## src/rtl/prog_ram_pkg.sv

```systemverilog
// -----------------------------------------------------------------------------
// prog_ram_pkg
// Shared declarations for the program-RAM player: the playback/load state
// encoding, the default RAM depth, the default note-word type and a depth
// helper used to size the RAM from the octave count.
// -----------------------------------------------------------------------------
package prog_ram_pkg;

    // One RAM word per note of the seven-note scale, per octave.
    localparam int unsigned NOTES_PER_OCTAVE_C = 32'd7;
    localparam int unsigned NUM_OCTAV_C        = 32'd1;
    localparam int unsigned DEPTH_C            = NOTES_PER_OCTAVE_C * NUM_OCTAV_C;
    localparam int unsigned N_BYTS_C           = 32'd2;

    typedef logic [N_BYTS_C*8-1:0] note_word_t;

    typedef enum logic [2:0] {
        IDLE      = 3'd0,
        RCV       = 3'd1,
        FULL      = 3'd2,
        WORK      = 3'd3,
        STOP_WORK = 3'd4
    } state_t;

    // RAM depth in words for a given number of octaves.
    function automatic int unsigned depth_f(input int unsigned num_octav);
        return num_octav * NOTES_PER_OCTAVE_C;
    endfunction

endpackage

```

## src/rtl/prog_ram_mem.sv

```systemverilog
// -----------------------------------------------------------------------------
// prog_ram_mem
// Single-port note RAM: synchronous write, registered read. The storage
// array is never reset (a loaded program survives reset); only the read
// data register is cleared. The read register holds its value whenever no
// read is requested, so it can serve directly as the player's note output.
//
// Ports:
//   clk_i    - clock
//   reset_i  - synchronous active-high reset of the read register
//   we_i     - write strobe, writes wdata_i to addr_i
//   re_i     - read strobe, loads rdata_o from addr_i on the next edge
//   addr_i   - shared read/write address
//   wdata_i  - write data
//   rdata_o  - registered read data
// -----------------------------------------------------------------------------
module prog_ram_mem
    import prog_ram_pkg::*;
#(
    parameter int          DW    = 16,
    parameter int          AW    = 3,
    parameter int unsigned DEPTH = DEPTH_C
) (
    input  logic          clk_i,
    input  logic          reset_i,
    input  logic          we_i,
    input  logic          re_i,
    input  logic [AW-1:0] addr_i,
    input  logic [DW-1:0] wdata_i,
    output logic [DW-1:0] rdata_o
);

    logic [DW-1:0] mem_q [DEPTH];
    logic [DW-1:0] rdata_q;

    // Write port: storage array, deliberately without reset.
    always_ff @(posedge clk_i) begin
        if (we_i) begin
            mem_q[addr_i] <= wdata_i;
        end
    end

    // Read port: registered data, held between reads.
    always_ff @(posedge clk_i) begin
        if (reset_i) begin
            rdata_q <= {DW{1'b0}};
        end else if (re_i) begin
            rdata_q <= mem_q[addr_i];
        end
    end

    assign rdata_o = rdata_q;

endmodule

```

## src/rtl/prog_ram_player.sv

```systemverilog
// -----------------------------------------------------------------------------
// prog_ram_player
// Memory-side responder of the program-RAM load/play protocol. Bytes arrive
// LSB first and are packed into N_BYTS-byte note words, stored from address 0
// or a selected start address until the last RAM entry is written. While
// enable_l is high the stored words are played back, one every NOTE_CYC
// clocks, and each word is presented with its index.
//
// Build option: define PROG_RAM_LOOP_EN to make playback wrap from the last
// address back to the start address forever; otherwise playback stops after
// the last word has played for NOTE_CYC clocks.
//
// Ports:
//   clk            - clock
//   reset_l        - synchronous reset, active HIGH despite the name
//   start          - begin a load (honoured in IDLE, FULL, STOP_WORK)
//   sel_adr        - with start: 1 = load from i_i, 0 = load from address 0
//   i_i            - start address for load and play (>= DEPTH means 0)
//   valid          - data_to_memory holds a byte
//   data_to_memory - byte stream, least-significant byte first
//   enable_l       - play enable, level-sensitive, active high
//   req_f_rcv      - ready to receive bytes
//   full           - RAM loaded through its last address
//   i_o            - address of the word currently playing
//   note_o         - word currently playing
//   note_vld       - one-cycle pulse when a new note_o is presented
//
// N_BYTS must be at least 2; NOTE_CYC must be at least 2.
// -----------------------------------------------------------------------------
module prog_ram_player
    import prog_ram_pkg::*;
#(
    parameter int N_BYTS          = 2,
    parameter int NUM_OCTAV       = 1,
    parameter int WIDTH_NUM_OCTAV = $clog2(NUM_OCTAV * NOTES_PER_OCTAVE_C),
    parameter int NOTE_CYC        = 16
) (
    input  logic                       clk,
    input  logic                       reset_l,
    input  logic                       start,
    input  logic                       sel_adr,
    input  logic [WIDTH_NUM_OCTAV-1:0] i_i,
    input  logic                       valid,
    input  logic [7:0]                 data_to_memory,
    input  logic                       enable_l,
    output logic                       req_f_rcv,
    output logic                       full,
    output logic [WIDTH_NUM_OCTAV-1:0] i_o,
    output logic [N_BYTS*8-1:0]        note_o,
    output logic                       note_vld
);

    localparam int unsigned DEPTH  = depth_f(NUM_OCTAV);
    localparam int          W      = N_BYTS * 8;
    localparam int          PART_W = W - 8;
    localparam int          AW     = WIDTH_NUM_OCTAV;
    localparam int          BCNT_W = $clog2(N_BYTS);
    localparam int          TCNT_W = $clog2(NOTE_CYC);

    localparam logic [AW-1:0]     LAST_ADDR   = AW'(DEPTH - 1);
    localparam logic [AW-1:0]     ONE_A       = AW'(1'b1);
    localparam logic [BCNT_W-1:0] LAST_BYTE   = BCNT_W'(N_BYTS - 1);
    localparam logic [BCNT_W-1:0] ONE_B       = BCNT_W'(1'b1);
    localparam logic [TCNT_W-1:0] TICK_RELOAD = TCNT_W'(NOTE_CYC - 1);
    localparam logic [TCNT_W-1:0] ONE_T       = TCNT_W'(1'b1);

    state_t              state_q, state_d;
    logic [AW-1:0]       wr_addr_q, wr_addr_d;
    logic [AW-1:0]       start_addr_q, start_addr_d;
    logic [AW-1:0]       i_o_q, i_o_d;
    logic [BCNT_W-1:0]   byte_cnt_q, byte_cnt_d;
    logic [PART_W-1:0]   part_q, part_d;
    logic [TCNT_W-1:0]   tick_q, tick_d;
    logic                full_q, full_d;
    logic                req_q;
    logic                note_vld_q, note_vld_d;
    logic                load_q, load_d;     // fresh read pending on next WORK edge
    logic                done_q, done_d;     // playback ran off the end

    logic [AW-1:0]       load_addr_s;
    logic [AW-1:0]       next_addr_s;
    logic [AW-1:0]       rd_addr_s;
    logic [AW-1:0]       mem_addr_s;
    logic [W-1:0]        word_s;
    logic                we_s;
    logic                re_s;
    logic                start_load_s;

    // Newest byte goes on top; earlier bytes sit below it, so the first byte
    // of a word ends up least significant.
    assign word_s      = {data_to_memory, part_q};
    assign next_addr_s = i_o_q + ONE_A;
    assign start_load_s = start & ((state_q == IDLE) | (state_q == FULL) |
                                   (state_q == STOP_WORK));

    // Start address for a new load; out-of-range requests fall back to 0.
    always_comb begin
        load_addr_s = {AW{1'b0}};
        if (sel_adr) begin
            if (32'(i_i) >= DEPTH) begin
                load_addr_s = {AW{1'b0}};
            end else begin
                load_addr_s = i_i;
            end
        end else begin
            load_addr_s = {AW{1'b0}};
        end
    end

    // Next-state logic for load and playback.
    always_comb begin
        state_d      = state_q;
        wr_addr_d    = wr_addr_q;
        start_addr_d = start_addr_q;
        i_o_d        = i_o_q;
        byte_cnt_d   = byte_cnt_q;
        part_d       = part_q;
        tick_d       = tick_q;
        full_d       = full_q;
        load_d       = load_q;
        done_d       = done_q;
        note_vld_d   = 1'b0;
        we_s         = 1'b0;
        re_s         = 1'b0;
        rd_addr_s    = i_o_q;

        if (start_load_s) begin
            state_d      = RCV;
            wr_addr_d    = load_addr_s;
            start_addr_d = load_addr_s;
            byte_cnt_d   = {BCNT_W{1'b0}};
            full_d       = 1'b0;
            load_d       = 1'b0;
            done_d       = 1'b0;
        end else begin
            case (state_q)
                IDLE: begin
                    state_d = IDLE;
                end
                RCV: begin
                    if (valid) begin
                        part_d = word_s[W-1:8];
                        if (byte_cnt_q == LAST_BYTE) begin
                            we_s       = 1'b1;
                            byte_cnt_d = {BCNT_W{1'b0}};
                            if (wr_addr_q == LAST_ADDR) begin
                                full_d  = 1'b1;
                                state_d = FULL;
                            end else begin
                                wr_addr_d = wr_addr_q + ONE_A;
                            end
                        end else begin
                            byte_cnt_d = byte_cnt_q + ONE_B;
                        end
                    end else begin
                        state_d = RCV;
                    end
                end
                FULL: begin
                    if (enable_l) begin
                        state_d = WORK;
                        i_o_d   = start_addr_q;
                        load_d  = 1'b1;
                    end else begin
                        state_d = FULL;
                    end
                end
                WORK: begin
                    if (!enable_l) begin
                        // Pause: address and note are held.
                        state_d = STOP_WORK;
                        load_d  = 1'b0;
                    end else if (load_q) begin
                        re_s       = 1'b1;
                        rd_addr_s  = i_o_q;
                        note_vld_d = 1'b1;
                        tick_d     = TICK_RELOAD;
                        load_d     = 1'b0;
                    end else if (tick_q == {TCNT_W{1'b0}}) begin
                        if (i_o_q == LAST_ADDR) begin
`ifdef PROG_RAM_LOOP_EN
                            re_s       = 1'b1;
                            rd_addr_s  = start_addr_q;
                            i_o_d      = start_addr_q;
                            note_vld_d = 1'b1;
                            tick_d     = TICK_RELOAD;
`else
                            state_d = STOP_WORK;
                            done_d  = 1'b1;
`endif
                        end else begin
                            re_s       = 1'b1;
                            rd_addr_s  = next_addr_s;
                            i_o_d      = next_addr_s;
                            note_vld_d = 1'b1;
                            tick_d     = TICK_RELOAD;
                        end
                    end else begin
                        tick_d = tick_q - ONE_T;
                    end
                end
                STOP_WORK: begin
                    if (done_q) begin
                        // After running off the end, a low enable re-arms
                        // playback from the start address.
                        if (!enable_l) begin
                            done_d = 1'b0;
                            i_o_d  = start_addr_q;
                        end else begin
                            done_d = 1'b1;
                        end
                    end else if (enable_l) begin
                        state_d = WORK;
                        load_d  = 1'b1;
                    end else begin
                        state_d = STOP_WORK;
                    end
                end
                default: begin
                    state_d = IDLE;
                end
            endcase
        end
    end

    // Writes only happen while loading, so the port address follows the
    // write pointer in RCV and the playback address otherwise.
    assign mem_addr_s = (state_q == RCV) ? wr_addr_q : rd_addr_s;

    // State and datapath registers.
    always_ff @(posedge clk) begin
        if (reset_l) begin
            state_q      <= IDLE;
            wr_addr_q    <= {AW{1'b0}};
            start_addr_q <= {AW{1'b0}};
            i_o_q        <= {AW{1'b0}};
            byte_cnt_q   <= {BCNT_W{1'b0}};
            part_q       <= {PART_W{1'b0}};
            tick_q       <= {TCNT_W{1'b0}};
            full_q       <= 1'b0;
            req_q        <= 1'b0;
            note_vld_q   <= 1'b0;
            load_q       <= 1'b0;
            done_q       <= 1'b0;
        end else begin
            state_q      <= state_d;
            wr_addr_q    <= wr_addr_d;
            start_addr_q <= start_addr_d;
            i_o_q        <= i_o_d;
            byte_cnt_q   <= byte_cnt_d;
            part_q       <= part_d;
            tick_q       <= tick_d;
            full_q       <= full_d;
            req_q        <= (state_d == RCV);
            note_vld_q   <= note_vld_d;
            load_q       <= load_d;
            done_q       <= done_d;
        end
    end

    prog_ram_mem #(
        .DW    (W),
        .AW    (AW),
        .DEPTH (DEPTH)
    ) u_mem (
        .clk_i   (clk),
        .reset_i (reset_l),
        .we_i    (we_s & ~reset_l),
        .re_i    (re_s & ~reset_l),
        .addr_i  (mem_addr_s),
        .wdata_i (word_s),
        .rdata_o (note_o)
    );

    assign req_f_rcv = req_q;
    assign full      = full_q;
    assign i_o       = i_o_q;
    assign note_vld  = note_vld_q;

endmodule

```

## config.mk

```make
export PLATFORM = sky130hd
export DESIGN_NAME = prog_ram_player
export DESIGN_NICKNAME = d
export VERILOG_FILES = /design/src/rtl/prog_ram_pkg.sv /design/src/rtl/prog_ram_mem.sv /design/src/rtl/prog_ram_player.sv
export SDC_FILE = /design/constraint.sdc
export NUM_CORES = 1
export LEC_CHECK = 0
export CORE_MARGIN = 3
export CORE_UTILIZATION = 55
export CTS_CLUSTER_SIZE = 16
export DETAILED_ROUTE_END_ITERATION = 12
export PLACE_DENSITY = 0.76
export SETUP_SLACK_MARGIN = 0.4
export SYNTH_ARGS = -nofsm -noshare
export SYNTH_HDL_FRONTEND = slang
export SYNTH_SLANG_ARGS = --single-unit
```

## constraint.sdc

```tcl
create_clock -name clk -period 8.3 [get_ports clk]
set_input_delay 0.83 -clock clk [delete_from_list [all_inputs] [get_ports clk]]
set_output_delay 0.83 -clock clk [all_outputs]
set_load 0.02 [all_outputs]
```

# --- Word-level counts from Yosys, hierarchy flattened ---
# Memory sizes are Yosys's and may differ from the RTL's. A register that Yosys moved wholly into a read port is not among the register bits.
# Index checks and enable logic that the tools add are counted.
totals:
  regBits: 30
  latch_bits: 0
  ram_bits: 112
  romBits: 0
  output_inout_bits: 22
  word_cells: 114
  mem_count: 1
classes:
  add_sub_neg: 4
  multipliers: 0
  div: 0
  order_cmp: 1
  eq_ne: 17
  shift: 0
  n_mux: 56
  bitwise: 7
  reduce_logical: 16
mem_list:
  columns: ["name", "depth", "width", "read_ports", "rd_clocked_by_memory_dff", "write_ports", "line", "rtl"]
  rows:
  - ["u_mem.mem_q", 7, 16, 1, 1, 1, "prog_ram_mem.sv:33", "logic [DW-1:0] mem_q [DEPTH];"]
op_table:
  columns: ["cell", "n"]
  rows:
  - ["3-bit two-way mux", 27]
  - ["1-bit two-way mux", 22]
  - ["2-bit != test, second input constant", 9]
  - ["4-bit two-way mux", 3]
  - ["3-bit one-hot mux with 4 select lines", 1]
  - ["4-bit AND reduction", 3]
  - ["5-bit AND reduction", 2]
  - ["3-bit equality test, second input constant", 3]
  - ["3-bit one-hot mux with 3 select lines", 1]
  - ["2-bit nonzero test", 4]
  - ["3-bit by 1-bit adder with 3-bit output, second input constant", 2]
  - ["3-bit by 1-bit equality test with 1-bit output, second input constant", 2]
  - ["3-bit by 2-bit equality test with 1-bit output, second input constant", 2]
  - ["4-bit logical NOT", 1]
  - ["2-bit AND reduction", 2]
  - ["4-bit by 1-bit subtractor with 4-bit output, second input constant", 1]
  - ["1-bit AND", 3]
  - ["3-bit >= comparator, second input constant", 1]
  - ["3-bit logical NOT", 1]
  - ["3-bit != test, second input constant", 1]
  - ["1-bit one-hot mux with 3 select lines", 1]
  - ["3-bit AND reduction", 1]
  - ["3-bit nonzero test", 1]
  - ["1-bit NOT", 2]
  - ["4 further kinds", 5]

# --- Logic depth before layout (Yosys ltp) ---
# Gate-level depths: netlist of run 1.
logic_depth:
  word_depth: 8
  mapped_depth: 12
  depth_no_buf: 8

# --- By module ---
# From an unflattened synthesis of run 1, not the netlist that was laid out.
unflattened:
  hier_cells: 485
  hier_area_um2: 6603.8
modules_own_cells:
  columns: ["module", "instances", "cells_each", "area_each_um2", "seq_area_each_um2"]
  rows:
  - ["prog_ram_mem", 1, 274, 4899.7, 3683.5]
  - ["prog_ram_player", 1, 211, 1704.1, 600.6]

# --- Worst setup path before layout of run 1 ---
# No wires, ideal clock.
synth_path:
  path_type: "flip-flop to flip-flop"
  from: "reg tick_q[0]"
  to: "mem u_mem.mem_q[2][0] (enable)"
  setup_ps: 413
  t_arrival_ps: 3209
  path_slack_ps: 4678
  path_stages_with_launch: 11
  path_buffers: 3
  synth_period_minus_slack_ps: 3622
  path_cell_list: "dfxtp_1 inv_1 ha_1 or4b_1 buf_2 nor4_2 or3_1 buf_6 and2b_2 buf_4 nor3b_1"
synth_between:
  elab_chain_len: 7
synth_rtl:
  columns: ["item", "line", "rtl"]
  rows:
  - ["from (decl)", "prog_ram_player.sv:73", "logic [TCNT_W-1:0] tick_q, tick_d;"]
  - ["from (signal assigned)", "prog_ram_player.sv:239", "tick_q <= {TCNT_W{1'b0}};"]
  - ["from (signal assigned)", "prog_ram_player.sv:252", "tick_q <= tick_d;"]
  - ["4-bit logical NOT", "prog_ram_player.sv:179", "end else if (tick_q == {TCNT_W{1'b0}}) begin"]
  - ["3-bit two-way mux", null, null]
  - ["3-bit two-way mux", "prog_ram_player.sv:173", "end else if (load_q) begin"]
  - ["3-bit two-way mux", null, null]
  - ["3-bit two-way mux", "prog_ram_player.sv:136", "case (state_q)"]
  - ["3-bit two-way mux", "prog_ram_player.sv:127", "if (start_load_s) begin"]
  - ["3-bit two-way mux", "prog_ram_player.sv:228", "assign mem_addr_s = (state_q == RCV) ? wr_addr_q : rd_addr_s;"]
  - ["to (decl)", "prog_ram_mem.sv:33", null]
# No other way between the ends.

# --- Final worst setup path of run 1 ---
layout_path:
  from: "reg state_q[1]"
  to: "mem u_mem.mem_q[4][9] (enable)"
layout_between:
  elab_chain_len: 8
  elab_cells_between_ends: 16
layout_rtl:
  columns: ["item", "line", "rtl"]
  rows:
  - ["from (decl)", "prog_ram_player.sv:67", "state_t state_q, state_d;"]
  - ["from (signal assigned)", "prog_ram_player.sv:246", "state_q <= state_d;"]
  - ["3-bit by 2-bit equality test with 1-bit output or 3-bit logical NOT (tied branches)", "prog_ram_player.sv:93", "assign start_load_s = start & ((state_q == IDLE) | (state_q == FULL) |"]
  - ["1-bit bitwise OR (2 in a row)", "prog_ram_player.sv:93", null]
  - ["1-bit AND", "prog_ram_player.sv:93", null]
  - ["1-bit two-way mux", "prog_ram_player.sv:127", null]
  - ["1-bit AND", "prog_ram_player.sv:268", ".we_i (we_s & ~reset_l),"]
  - ["1-bit two-way mux", "prog_ram_mem.sv:38", "if (we_i) begin"]
  - ["1-bit two-way mux (not written as such)", "prog_ram_mem.sv:39", "mem_q[addr_i] <= wdata_i;"]
# Parallel ways exist; a longest one is shown, timed or not.

==> results of run 1 <==
-- final cells by class --
| type | instances | area (um^2) | share of cell area, % |
|---|---|---|---|
| clock buffers | 19 | 443 | 4.98 |
| clock inverters | 13 | 146 | 1.65 |
| inverters | 11 | 41.3 | 0.464 |
| multi-input cells | 430 | 3270 | 36.7 |
| flip-flops and latches | 158 | 4290 | 48.2 |
| well taps | 180 | 225 | 2.53 |
| repair buffers | 52 | 485 | 5.46 |
-- metrics by stage --
stage	hold WS, ns	utilization, %	std cells	power [uW]	cell area, um^2
CTS	0.460	63.8	863	1780	8890
global placement	0.442	59.6	831	1010	8300
global route	0.495	63.8	863	1830	8890
finish	0.455	63.8	863	1780	8890
detailed placement	0.446	59.6	831	1010	8300
floorplan	0.421	-	658	975	7840
-- kinds of logic (layout without fill, tap and decap cells) --
| group | after synthesis | after routing | synth area share (%) |
|---|---|---|---|
| buffers and inverters | 70 | 95 | 4.12 |
| multiplexers | 97 | 97 | 12.4 |
| AO/OA/AOI/OAI | 204 | 204 | 20.0 |
| AND/OR/NAND/NOR | 122 | 122 | 7.77 |
| XOR/XNOR | 1 | 1 | 0.112 |
| flip-flops | 158 | 158 | 54.6 |
| adder cells (fa/ha/maj) | 6 | 6 | 0.957 |
-- state kept, by name (all words and copies together) (netlist names) --
| register | cells |
|---|---|
| byte_cnt_q | 1 |
| done_q | 1 |
| full | 1 |
| i_o | 3 |
| load_q | 1 |
| note_vld | 1 |
| part_q | 8 |
| req_f_rcv | 1 |
| start_addr_q | 3 |
| state_q | 3 |
| tick_q | 4 |
| u_mem.mem_q | 112 |
| u_mem.rdata_o | 16 |
| wr_addr_q | 3 |
-- worst min path at each step --
stage	endpoint	slack, ns	cells past startpoint	from
2_1_floorplan	start_addr_q[1]	0.42	1	start_addr_q[1]
3_3_place_gp	full	0.44	2	full
3_5_place_dp	full	0.45	2	full
4_1_cts	full	0.46	2	full
5_1_grt	full	0.50	2	full
6_report	full	0.46	2	full
-- metal layers --
layer	global-route usage (%)	share of wire (%)	vias to the layer above
met5	0	0	-
met4	11.7	2.8	0
met3	4.70	7.8	61
met2	41.4	48	330
met1	34.2	41	2966
li1	-	-	2670
-- placed cells by master, fill, tap and decap left out, types with 3 or more instances in the layout --
cell type	instances
sky130_fd_sc_hd__edfxtp_1	112
sky130_fd_sc_hd__mux2i_1	97
sky130_fd_sc_hd__o22ai_1	49
sky130_fd_sc_hd__dfxtp_1	44
sky130_fd_sc_hd__a221o_1	41
sky130_fd_sc_hd__nor2_1	39
sky130_fd_sc_hd__clkdlybuf4s50_1	38
sky130_fd_sc_hd__nand2_1	36
sky130_fd_sc_hd__a21oi_1	26
sky130_fd_sc_hd__a311oi_1	19
sky130_fd_sc_hd__clkbuf_16	17
sky130_fd_sc_hd__buf_4	14
sky130_fd_sc_hd__inv_1	11
sky130_fd_sc_hd__a222oi_1	9
sky130_fd_sc_hd__a22oi_1	8
sky130_fd_sc_hd__o21ai_0	8
sky130_fd_sc_hd__a221oi_1	7
sky130_fd_sc_hd__a211o_1	7
sky130_fd_sc_hd__ha_1	6
sky130_fd_sc_hd__nor2b_1	5
sky130_fd_sc_hd__clkinv_2	5
sky130_fd_sc_hd__nand2b_1	4
sky130_fd_sc_hd__nand3_1	4
sky130_fd_sc_hd__nor3_1	4
sky130_fd_sc_hd__a211oi_1	4
sky130_fd_sc_hd__a21o_1	4
sky130_fd_sc_hd__nand4_1	3
sky130_fd_sc_hd__or2_2	3
sky130_fd_sc_hd__and2_1	3
sky130_fd_sc_hd__o32a_1	3
sky130_fd_sc_hd__bufinv_16	3
-- power groups by stage --
stage	Combinational, uW	Sequential (uW)	Clock (uW)
finish	145	855	779
global route	155	856	817
CTS	143	855	783
detailed placement	141	872	0
global placement	138	872	0
floorplan	106	869	0
-- critical path: cells and delay by family (launching register included) --
| kind | cells | cell delay, ns |
|---|---|---|
| compound gates | 1 | 0.22 |
| buf+inv | 2 | 0.57 |
| flops | 1 | 0.64 |
| simple gates | 4 | 2.42 |
==> reports/results.md, run 1 <==
| Metric | This run |
|---|---|
| Layout area overhead | 13.4% |
| Remaining design rule violation count | 0 |
| Setup slack after layout | 4.14 ns |
| Fill cell total of the finished layout | 1,017 |
| Leakage | 0.00280 uW |
| Maximum clock insertion buffer count | 2 |
| Clock network fraction of design power | 43.8% |
| Internal | 1380 uW |
| Final hold violation count | 0 |
| Starting DRC count in detailed routing | 666 |
| Num ports | 39 |
| Placer's final routability congestion estimate | 0.877 |
| Power share of the sequential group | 48.1% |
| Ratio of cells with drive above 1 in the final layout | 8.49% |
| Number of slew-limit violations in the final report | 0 |
| Post-synth top flop | sky130_fd_sc_hd__edfxtp_1 |
| Worst slack at placement | 4.08 ns |
| Final Cycle Share | 50.1% |
| Cell area power density | 200 nW/um^2 |
| Core Rows | 43 |
| Count of flip-flops with a built-in enable after synthesis | 112 |
| Cell type with the largest total area after synthesis | sky130_fd_sc_hd__edfxtp_1 |
| Vias per cell | 6.98 |
| Data required time at the worst endpoint | 8.42 ns |
| FF-to-FF End | u_mem.mem_q[4][9] |
| Worst-case vdd ir drop | 0.000147 V |
| Combinational cell fraction of total power | 8.1% |
| Net Sw Frac | 22.3% |
| Data arrival at the endpoint of the critical path | 4.28 ns |
| Max-cap violations | 0 |
| Clock tree from TritonCTS | yes |
| Yosys synthesis warning count | 0 |
| Post-cts hold buffer count | 0 |
| Remaining number of nets flagged by the antenna check after routing | 0 |
| CP Capture Type | flip-flop |
| Largest fanout of any net on the critical path | 49 |
| Max H-tree Level | 4 |
| Capturing element of the worst setup path | u_mem.mem_q[4][9] |
| Upper clock frequency limit | 240 MHz |
| Clock Skews | 0.00665 ns |
| Clk Tree Root Cell | sky130_fd_sc_hd__clkbuf_16 |
| Result of the run | finished, final reports clean |
| Slew Limit Headroom | 16.0% |
| Area fraction of the dominant cell type after synthesis | 42.9% |
| Number of instances resized during post-cts repair | 0 |
| Count of distinct cell types in the synthesized netlist | 60 |
| Number of clock buffers inserted by TritonCTS | 17 |
| Type of origin of the critical path | flip-flop |
| Top-count cell post-synth | sky130_fd_sc_hd__edfxtp_1 |
| Number of instances in the synthesized netlist | 658 |
| Class of the tightest hold or removal check | reg2reg |
| Area contributors post-synth | sky130_fd_sc_hd__edfxtp_1 43%, sky130_fd_sc_hd__mux2i_1 12%, sky130_fd_sc_hd__dfxtp_1 12% |
| Vias in the first global route | 5,987 |
| Shortest clock period the worst path allows after layout | 4.16 ns |
| Final Setup Violations | 0 |
| Die Span X | 125 um |
| Number of sinks handled by clock tree synthesis | 158 |
| Worst-Margin Slew | 1.26 ns |
| Initial antenna violation count | 0 |
| Net count after synthesis | 681 |
| Initial Util | 56.3% |
| Post-route setup TNS | 0 ns |
| Source-to-sink clock delay at the later pin of the worst-skew pair | 0.43 ns |
| Area of the mapped netlist | 7840 um^2 |
| Overall die area | 15,700 um^2 |
| Congestion Overflow GR | 0 |
| Maximum number of pins on one net before global-route repair | 54 |
| Final HPWL from detailed placement | 11,700 um |
| Net Switching | 397 uW |
| Fraction of the yosys area taken by sequential cells | 54.6% |
| Maximum cell stage delay along the critical path | 1.02 ns |
| Origin of the critical flop-to-flop path | state_q[1] |
| I/O Buffers | 38 |
| Chip Height | 125 um |
| Cells along the critical path | or3b_2 > o22ai_1 > or3_1 > nor2b_1 > buf_4 > nor2b_1 > buf_4 |
| RSZ-0062 raised after global routing | false |
| Net count reported at finish | 693 |
| Synthesis-stage register bit count | 158 |
| Critical setup path kind | reg2reg |
| Number of post-CTS setup repair buffers | 0 |
| FFs w/ async S/R, synth | 0% |
| Ant diodes | 0 |
| Commonest cells post-synth | 112 x sky130_fd_sc_hd__edfxtp_1, 97 x sky130_fd_sc_hd__mux2i_1, 49 x sky130_fd_sc_hd__o22ai_1 |
| Critical Path Start | state_q[1] |
| Average size of a mapped cell | 11.9 um^2 |
| CTS clock-pin slew for the worst setup and hold paths | 0.06 ns |
| CP max-delay cell | sky130_fd_sc_hd__or3b_2 |
| First-pass GRT wire length | 31,900 um |
| Routed wirelength normalized by instance count | 23.2 um |
| Worst R2R Path Depth | 7 |
| Aggregate routed wire length | 20,100 um |
| Global-route usage over all layers | 25.8% |
| Floorplan core area | 13,900 um^2 |
| Number of search-and-repair iterations in the first detailed-routing pass | 5 |
| Internal reg-to-reg setup slack | 4.14 ns |
| Via count | 6,027 |
No activity file was read; power rests on OpenSTA's default activity.
==> run 2: changes to the inputs <==
==> constraint.sdc (replaced) <==
create_clock -name clk -period 4.1 [get_ports clk]
set_input_delay 0.41 -clock clk [delete_from_list [all_inputs] [get_ports clk]]
set_output_delay 0.41 -clock clk [all_outputs]
set_load 0.02 [all_outputs]
==> reports/results.md, run 2 (synthesis gave the netlist of run 1 again) <==
| Metric | This run | vs previous |
|---|---|---|
| Vias per cell | 6.90 | -1.1% |
| Area of the multi-input gates | 3270 um^2 | unchanged |
| Result of the run | finished, final reports clean |  |
| Capturing element of the worst setup path | u_mem.rdata_o[11] |  |
| Routed wirelength normalized by instance count | 23.3 um | +0.49% |
| Core Rows | 43 | unchanged |
| Final HPWL from detailed placement | 12,200 um | +4.1% |
| FF-to-FF End | u_mem.rdata_o[11] |  |
| Initial Util | 56.3% | unchanged |
| Sequential Area | 4290 um^2 | unchanged |
| Non-filler cells, final | 876 | +1.5% |
| Origin of the critical flop-to-flop path | i_o[0] |  |
| Net Sw Frac | 24.7% | +2.4 points |
| Number of post-CTS setup repair buffers | 0 | unchanged |
| Floorplan core area | 13,900 um^2 | unchanged |
| Final Setup Violations | 0 | unchanged |
| Vias in the first global route | 5,988 | +0.017% |
| Remaining design rule violation count | 0 | unchanged |
| Upper clock frequency limit | 292 MHz | +21% |
| Final core occ | 64.2% | +0.36 points |
| Shortest clock period the worst path allows after layout | 3.43 ns | -0.730 ns |
| Combinational cell fraction of total power | 8.6% | +0.5 points |
| Clock tree from TritonCTS | yes |  |
| Post-route setup TNS | 0 ns | unchanged |
| Number of search-and-repair iterations in the first detailed-routing pass | 5 | unchanged |
| Maximum number of pins on one net before global-route repair | 53 | -1.9% |
| First-pass GRT wire length | 32,100 um | +0.56% |
| Via count | 6,048 | +0.35% |
| Class of the tightest hold or removal check | reg2reg |  |
| Final hold violation count | 0 | unchanged |
| Layout area overhead | 14.1% |  |
| Number of flip-flops in the largest register | 112 | unchanged |
| Placer's final routability congestion estimate | 0.834 | -4.9% |
| Fill cell total of the finished layout | 1,043 | +2.6% |
| Global-route usage over all layers | 26.0% | +0.21 points |
| Critical Path Start | i_o[0] |  |
| Number of sinks handled by clock tree synthesis | 158 | unchanged |
| Final Cycle Share | 83.7% | +34 points |
| Num ports | 39 | unchanged |
| Internal reg-to-reg setup slack | 0.67 ns | -3.47 ns |
| Worst Hold Path Cells | 2 | unchanged |
| Register ranked first by flip-flop count | u_mem.mem_q |  |
| Max-cap violations | 0 | unchanged |
| Worst R2R Path Depth | 9 | +2 |
| Starting DRC count in detailed routing | 800 | +20% |
| Type of origin of the critical path | flip-flop |  |
| Max H-tree Level | 4 | unchanged |
| Clock Skews | 0.0103 ns | +0.00362 ns |
| Ratio of cells with drive above 1 in the final layout | 10.5% | +2.0 points |
| Most used cells in the layout excluding fill and tap cells | 112 x sky130_fd_sc_hd__edfxtp_1, 97 x sky130_fd_sc_hd__mux2i_1, 49 x sky130_fd_sc_hd__o22ai_1 |  |
| Ant diodes | 0 | unchanged |
| Leading cell type in the layout, fill and taps excluded | sky130_fd_sc_hd__edfxtp_1 |  |
| CP Capture Type | flip-flop |  |
| Largest fanout of any net on the critical path | 39 | -20% |
| Net Switching | 860 uW | +120% |
| Overall die area | 15,700 um^2 | unchanged |
| Worst-Margin Slew | 1.04 ns | -0.220 ns |
| Aggregate routed wire length | 20,500 um | +2.0% |
| Post-cts hold buffer count | 0 | unchanged |
| Clock network fraction of design power | 41.6% | -2.2 points |
| Worst-case vdd ir drop | 0.000504 V | +240% |
| Leakage | 0.00283 uW | +1.0% |
| Data arrival at the endpoint of the critical path | 3.76 ns | -0.52 ns |
| Net count reported at finish | 706 | +1.9% |
| Die Span X | 125 um | unchanged |
| Data required time at the worst endpoint | 4.43 ns | -3.99 ns |
| Cells after DPL | 844 | +1.6% |
| CTS clock-pin slew for the worst setup and hold paths | 0.06 ns | about the same |
| Critical setup path kind | reg2reg |  |
| Slew Limit Headroom | 30.6% | +15 points |
| Power share of the sequential group | 49.8% | +1.7 points |
| Initial antenna violation count | 0 | unchanged |
| Source-to-sink clock delay at the later pin of the worst-skew pair | 0.43 ns | about the same |
| Chip Height | 125 um | unchanged |
| Clk Tree Root Cell | sky130_fd_sc_hd__clkbuf_16 |  |
| Remaining number of nets flagged by the antenna check after routing | 0 | unchanged |
| Congestion Overflow GR | 0 | unchanged |
| RSZ-0062 raised after global routing | false |  |
| Maximum clock insertion buffer count | 2 | unchanged |
| Number of clock buffers inserted by TritonCTS | 17 | unchanged |
| I/O Buffers | 38 | unchanged |
| Number of instances resized during post-cts repair | 0 | unchanged |
| Internal | 2620 uW | +89% |
| Cell area power density | 389 nW/um^2 | +94% |
| Number of slew-limit violations in the final report | 0 | unchanged |
-- run 2: cell count changes in the layout (fill, tap and decap cells not counted), sizes merged --
cell	change
buf	+13
bufinv	-3
clkbuf	-2
clkinv	-1
clkinvlp	+3
inv	+3
-- run 2: power by group through the flow --
stage	Combinational [uW]	Clock, uW	Sequential (uW)
after CTS	294	1460	1730
after detailed placement	292	0	1770
after global placement	286	0	1760
after global routing	321	1520	1730
after floorplan	214	0	1760
final	299	1450	1730
-- run 2: area by class of cell --
type / instances / share of cell area [%]
Sequential cell: 158 / 47.9
Multi-Input combinational cell: 430 / 36.5
Timing Repair Buffer: 65 / 6.52
Clock buffer: 17 / 4.76
Tap cell: 180 / 2.52
Clock inverter: 15 / 1.30
Inverter: 11 / 0.462
-- run 2: per-stage QoR --
stage	setup WS, ns	total power, uW	hold WS [ns]	cell area [um^2]
floorplan	0.478	1970	0.421	7840
global placement	0.764	2050	0.441	8400
detailed placement	0.661	2060	0.449	8400
CTS	0.731	3480	0.460	8940
global route	0.500	3580	0.497	8940
finish	0.670	3480	0.456	8940
-- run 2: metal layers --
layer | share of wire [%] | track usage (%) | up-vias
met5 | 0 | 0 | -
met4 | 0.91 | 7.97 | 0
met2 | 49 | 43.1 | 301
met1 | 41 | 34.4 | 3030
li1 | - | - | 2698
met3 | 8.8 | 5.77 | 19
-- run 2: worst min path at each step --
stage / from / endpoint / slack [ns]
6_report: full / full / 0.46
5_1_grt: full / full / 0.50
4_1_cts: full / full / 0.46
3_5_place_dp: full / full / 0.45
3_3_place_gp: full / full / 0.44
2_1_floorplan: start_addr_q[1] / start_addr_q[1] / 0.42
-- run 2: critical path, stage by stage (launching register included) --
cell	delay [ns]
sky130_fd_sc_hd__dfxtp_2	0.65
sky130_fd_sc_hd__inv_1	0.18
sky130_fd_sc_hd__ha_1	0.26
sky130_fd_sc_hd__a21boi_1	0.30
sky130_fd_sc_hd__and4_1	0.26
sky130_fd_sc_hd__a31o_2	0.80
sky130_fd_sc_hd__buf_4	0.33
sky130_fd_sc_hd__a221o_1	0.17
sky130_fd_sc_hd__a222oi_1	0.08
sky130_fd_sc_hd__a311oi_1	0.30
==> run 3: changes to the inputs <==
--- a/config.mk
+++ b/config.mk
@@ -9,7 +9,7 @@
 export CORE_UTILIZATION = 55
 export CTS_CLUSTER_SIZE = 16
 export DETAILED_ROUTE_END_ITERATION = 12
-export PLACE_DENSITY = 0.76
+export PLACE_DENSITY = 0.79
 export SETUP_SLACK_MARGIN = 0.4
 export SYNTH_ARGS = -nofsm -noshare
 export SYNTH_HDL_FRONTEND = slang
==> constraint.sdc (replaced) <==
create_clock -name clk -period 3.1 [get_ports clk]
set_input_delay 0.31 -clock clk [delete_from_list [all_inputs] [get_ports clk]]
set_output_delay 0.31 -clock clk [all_outputs]
set_load 0.02 [all_outputs]
==> reports/results.md, run 3 (synthesis gave the netlist of run 1 again) <==
| Metric | This run | vs previous |
|---|---|---|
| Result of the run | finished, final reports clean |  |
| Maximum clock insertion buffer count | 2 | unchanged |
| Final HPWL from detailed placement | 12,800 um | +5.0% |
| Maximum cell stage delay along the critical path | 0.39 ns | -0.41 ns |
| Post-route setup TNS | 0 ns | unchanged |
| Max-cap violations | 0 | unchanged |
| Max H-tree Level | 4 | unchanged |
| Type of origin of the critical path | flip-flop |  |
| Largest fanout of any net on the critical path | 31 | -21% |
| Clock tree from TritonCTS | yes |  |
| Upper clock frequency limit | 382 MHz | +31% |
| Placer's final routability congestion estimate | 0.909 | +9.0% |
| Class of the tightest hold or removal check | reg2reg |  |
| Number of slew-limit violations in the final report | 0 | unchanged |
| Num ports | 39 | unchanged |
| Starting DRC count in detailed routing | 747 | -6.6% |
| DRT met1 WL | 8150 um | -2.7% |
| Slew Limit Headroom | 51.5% | +21 points |
| Register ranked first by flip-flop count | u_mem.mem_q |  |
| Floorplan core area | 13,900 um^2 | unchanged |
| Routed wirelength normalized by instance count | 23.2 um | -0.71% |
| Initial antenna violation count | 0 | unchanged |
| Final Setup Violations | 0 | unchanged |
| Post-cts hold buffer count | 0 | unchanged |
| Detailed route wirelength on metal2 | 10,400 um | +3.1% |
| Number of sinks handled by clock tree synthesis | 158 | unchanged |
| Net count reported at finish | 715 | +1.3% |
| Origin of the critical flop-to-flop path | i_o[0] |  |
| Worst-Margin Slew | 0.726 ns | -0.315 ns |
| Chip Height | 125 um | unchanged |
| Hold wc startpoint | full |  |
| Remaining number of nets flagged by the antenna check after routing | 0 | unchanged |
| Number of flip-flops in the largest register | 112 | unchanged |
| FF-to-FF End | u_mem.rdata_o[14] |  |
| Internal reg-to-reg setup slack | 0.48 ns | -0.19 ns |
| Final hold violation count | 0 | unchanged |
| Clock Skews | 0.00669 ns | -0.00358 ns |
| Number of clock buffers inserted by TritonCTS | 17 | unchanged |
| First-pass GRT wire length | 32,700 um | +2.0% |
| Leading cell type in the layout, fill and taps excluded | sky130_fd_sc_hd__edfxtp_1 |  |
| Data required time at the worst endpoint | 3.38 ns | -1.05 ns |
| CP top delay family | compound AO/OA/AOI/OAI gates |  |
| Congestion Overflow GR | 0 | unchanged |
| Vias per cell | 6.89 | -0.18% |
| Via count | 6,099 | +0.84% |
| Overall die area | 15,700 um^2 | unchanged |
| Worst-case vdd ir drop | 0.000389 V | -23% |
| Data arrival at the endpoint of the critical path | 2.90 ns | -0.86 ns |
| Layout area overhead | 17.9% |  |
| WP buf/inv | 2 | unchanged |
| Ant diodes | 0 | unchanged |
| Cell area power density | 542 nW/um^2 | +39% |
| Cells along the critical path | inv_1 > ha_1 > a21boi_2 > nand2_2 > a31o_1 > buf_6 > a221o_1 > a222oi_1 > a311oi_1 |  |
| RSZ-0062 raised after global routing | false |  |
| Number of post-CTS setup repair buffers | 0 | unchanged |
| Critical setup path kind | reg2reg |  |
| Maximum number of pins on one net before global-route repair | 51 | -3.8% |
| Leakage | 0.00298 uW | +5.3% |
| Core Rows | 43 | unchanged |
| Sequential Area | 4290 um^2 | +0.15% |
| Source-to-sink clock delay at the later pin of the worst-skew pair | 0.43 ns | about the same |
| Terminating pin of the worst hold path | full |  |
| Non-filler cells, final | 885 | +1.0% |
| Clk Tree Root Cell | sky130_fd_sc_hd__clkbuf_16 |  |
| Final Cycle Share | 84.5% | +0.81 points |
| Worst R2R Path Depth | 9 | unchanged |
| Initial Util | 56.3% | unchanged |
| CP max-delay cell | sky130_fd_sc_hd__a221o_1 |  |
| Met3 wirelength from detailed routing | 1520 um | -16% |
| Global-route usage over all layers | 26.4% | +0.41 points |
| Shortest clock period the worst path allows after layout | 2.62 ns | -0.811 ns |
| CTS clock-pin slew for the worst setup and hold paths | 0.06 ns | about the same |
| Fill cell total of the finished layout | 999 | -4.2% |
| Highest routed metal layer | met4 |  |
| Vias in the first global route | 6,112 | +2.1% |
| Area of the multi-input gates | 3340 um^2 | +2.3% |
| Die Span X | 125 um | unchanged |
| I/O Buffers | 38 | unchanged |
| Ratio of cells with drive above 1 in the final layout | 14.2% | +3.7 points |
| Aggregate routed wire length | 20,500 um | +0.31% |
| Remaining design rule violation count | 0 | unchanged |
| Cells after DPL | 853 | +1.1% |
| CP Capture Type | flip-flop |  |
| Most used cells in the layout excluding fill and tap cells | 112 x sky130_fd_sc_hd__edfxtp_1, 97 x sky130_fd_sc_hd__mux2i_1, 49 x sky130_fd_sc_hd__o22ai_1 |  |
| Number of search-and-repair iterations in the first detailed-routing pass | 5 | unchanged |
| Worst Hold Path Cells | 2 | unchanged |
-- run 3: changes by cell type in the layout (fill, tap and decap cells not counted), sizes merged --
cell,change
buf,+9
bufinv,+5
clkbuf,+4
clkinv,-4
clkinvlp,-3
inv,-2
-- run 3: layout make-up --
| class | count | share of cell area (%) |
|---|---|---|
| flip-flops and latches | 158 | 46.5 |
| multi-input cells | 430 | 36.2 |
| repair buffers | 74 | 7.39 |
| clock buffers | 21 | 5.09 |
| well taps | 180 | 2.44 |
| clock inverters | 11 | 2.02 |
| inverters | 11 | 0.447 |
-- run 3: worst register-to-register path: stages (launching register included) --
cell                       delay [ns]
sky130_fd_sc_hd__dfxtp_2         0.36
sky130_fd_sc_hd__inv_1           0.09
sky130_fd_sc_hd__ha_1            0.24
sky130_fd_sc_hd__a21boi_2        0.25
sky130_fd_sc_hd__nand2_2         0.13
sky130_fd_sc_hd__a31o_1          0.27
sky130_fd_sc_hd__buf_6           0.20
sky130_fd_sc_hd__a221o_1         0.41
sky130_fd_sc_hd__a222oi_1        0.36
sky130_fd_sc_hd__a311oi_1        0.15
-- run 3: report_power, final --
group	total [uW]	internal (uW)	switching (uW)
combinational	412	174	238
sequential	2290	2270	22.7
clock	2300	1490	813
-- run 3: how the worst max path moves through the flow --
stage | endpoint | slack (ns) | startpoint | cells after the start
2_1_floorplan | u_mem.mem_q[2][0] | 0.40 | i_o[0] | 10
3_3_place_gp | u_mem.rdata_o[2] | 0.33 | enable_l | 8
3_5_place_dp | u_mem.rdata_o[14] | 0.21 | enable_l | 8
4_1_cts | u_mem.rdata_o[14] | 0.41 | state_q[0] | 8
5_1_grt | u_mem.rdata_o[1] | 0.40 | i_o[0] | 9
6_report | u_mem.rdata_o[14] | 0.48 | i_o[0] | 9
-- run 3: per-layer routing --
layer | track usage, % | up-vias
li1 | - | 2728
met5 | 0 | -
met1 | 33.8 | 3004
met4 | 10.8 | 0
met2 | 44.9 | 314
met3 | 4.19 | 53
-- run 3: repair_timing --
action,in CTS,in global routing
endpoints found under the setup margin,29,60
resized for setup,5,9
pin swaps,0,2
-- run 3: per-stage QoR --
stage	hold slack [ns]	total power (uW)	area [um^2]	worst slack (ns)	util (%)
after floorplan	0.409	2610	7920	0.405	-
after global placement	0.439	2720	8540	0.333	61.3
after detailed placement	0.449	2730	8540	0.206	61.3
after CTS	0.458	5010	9210	0.408	66.1
after global routing	0.483	5130	9240	0.402	66.3
final	0.455	5000	9240	0.481	66.3
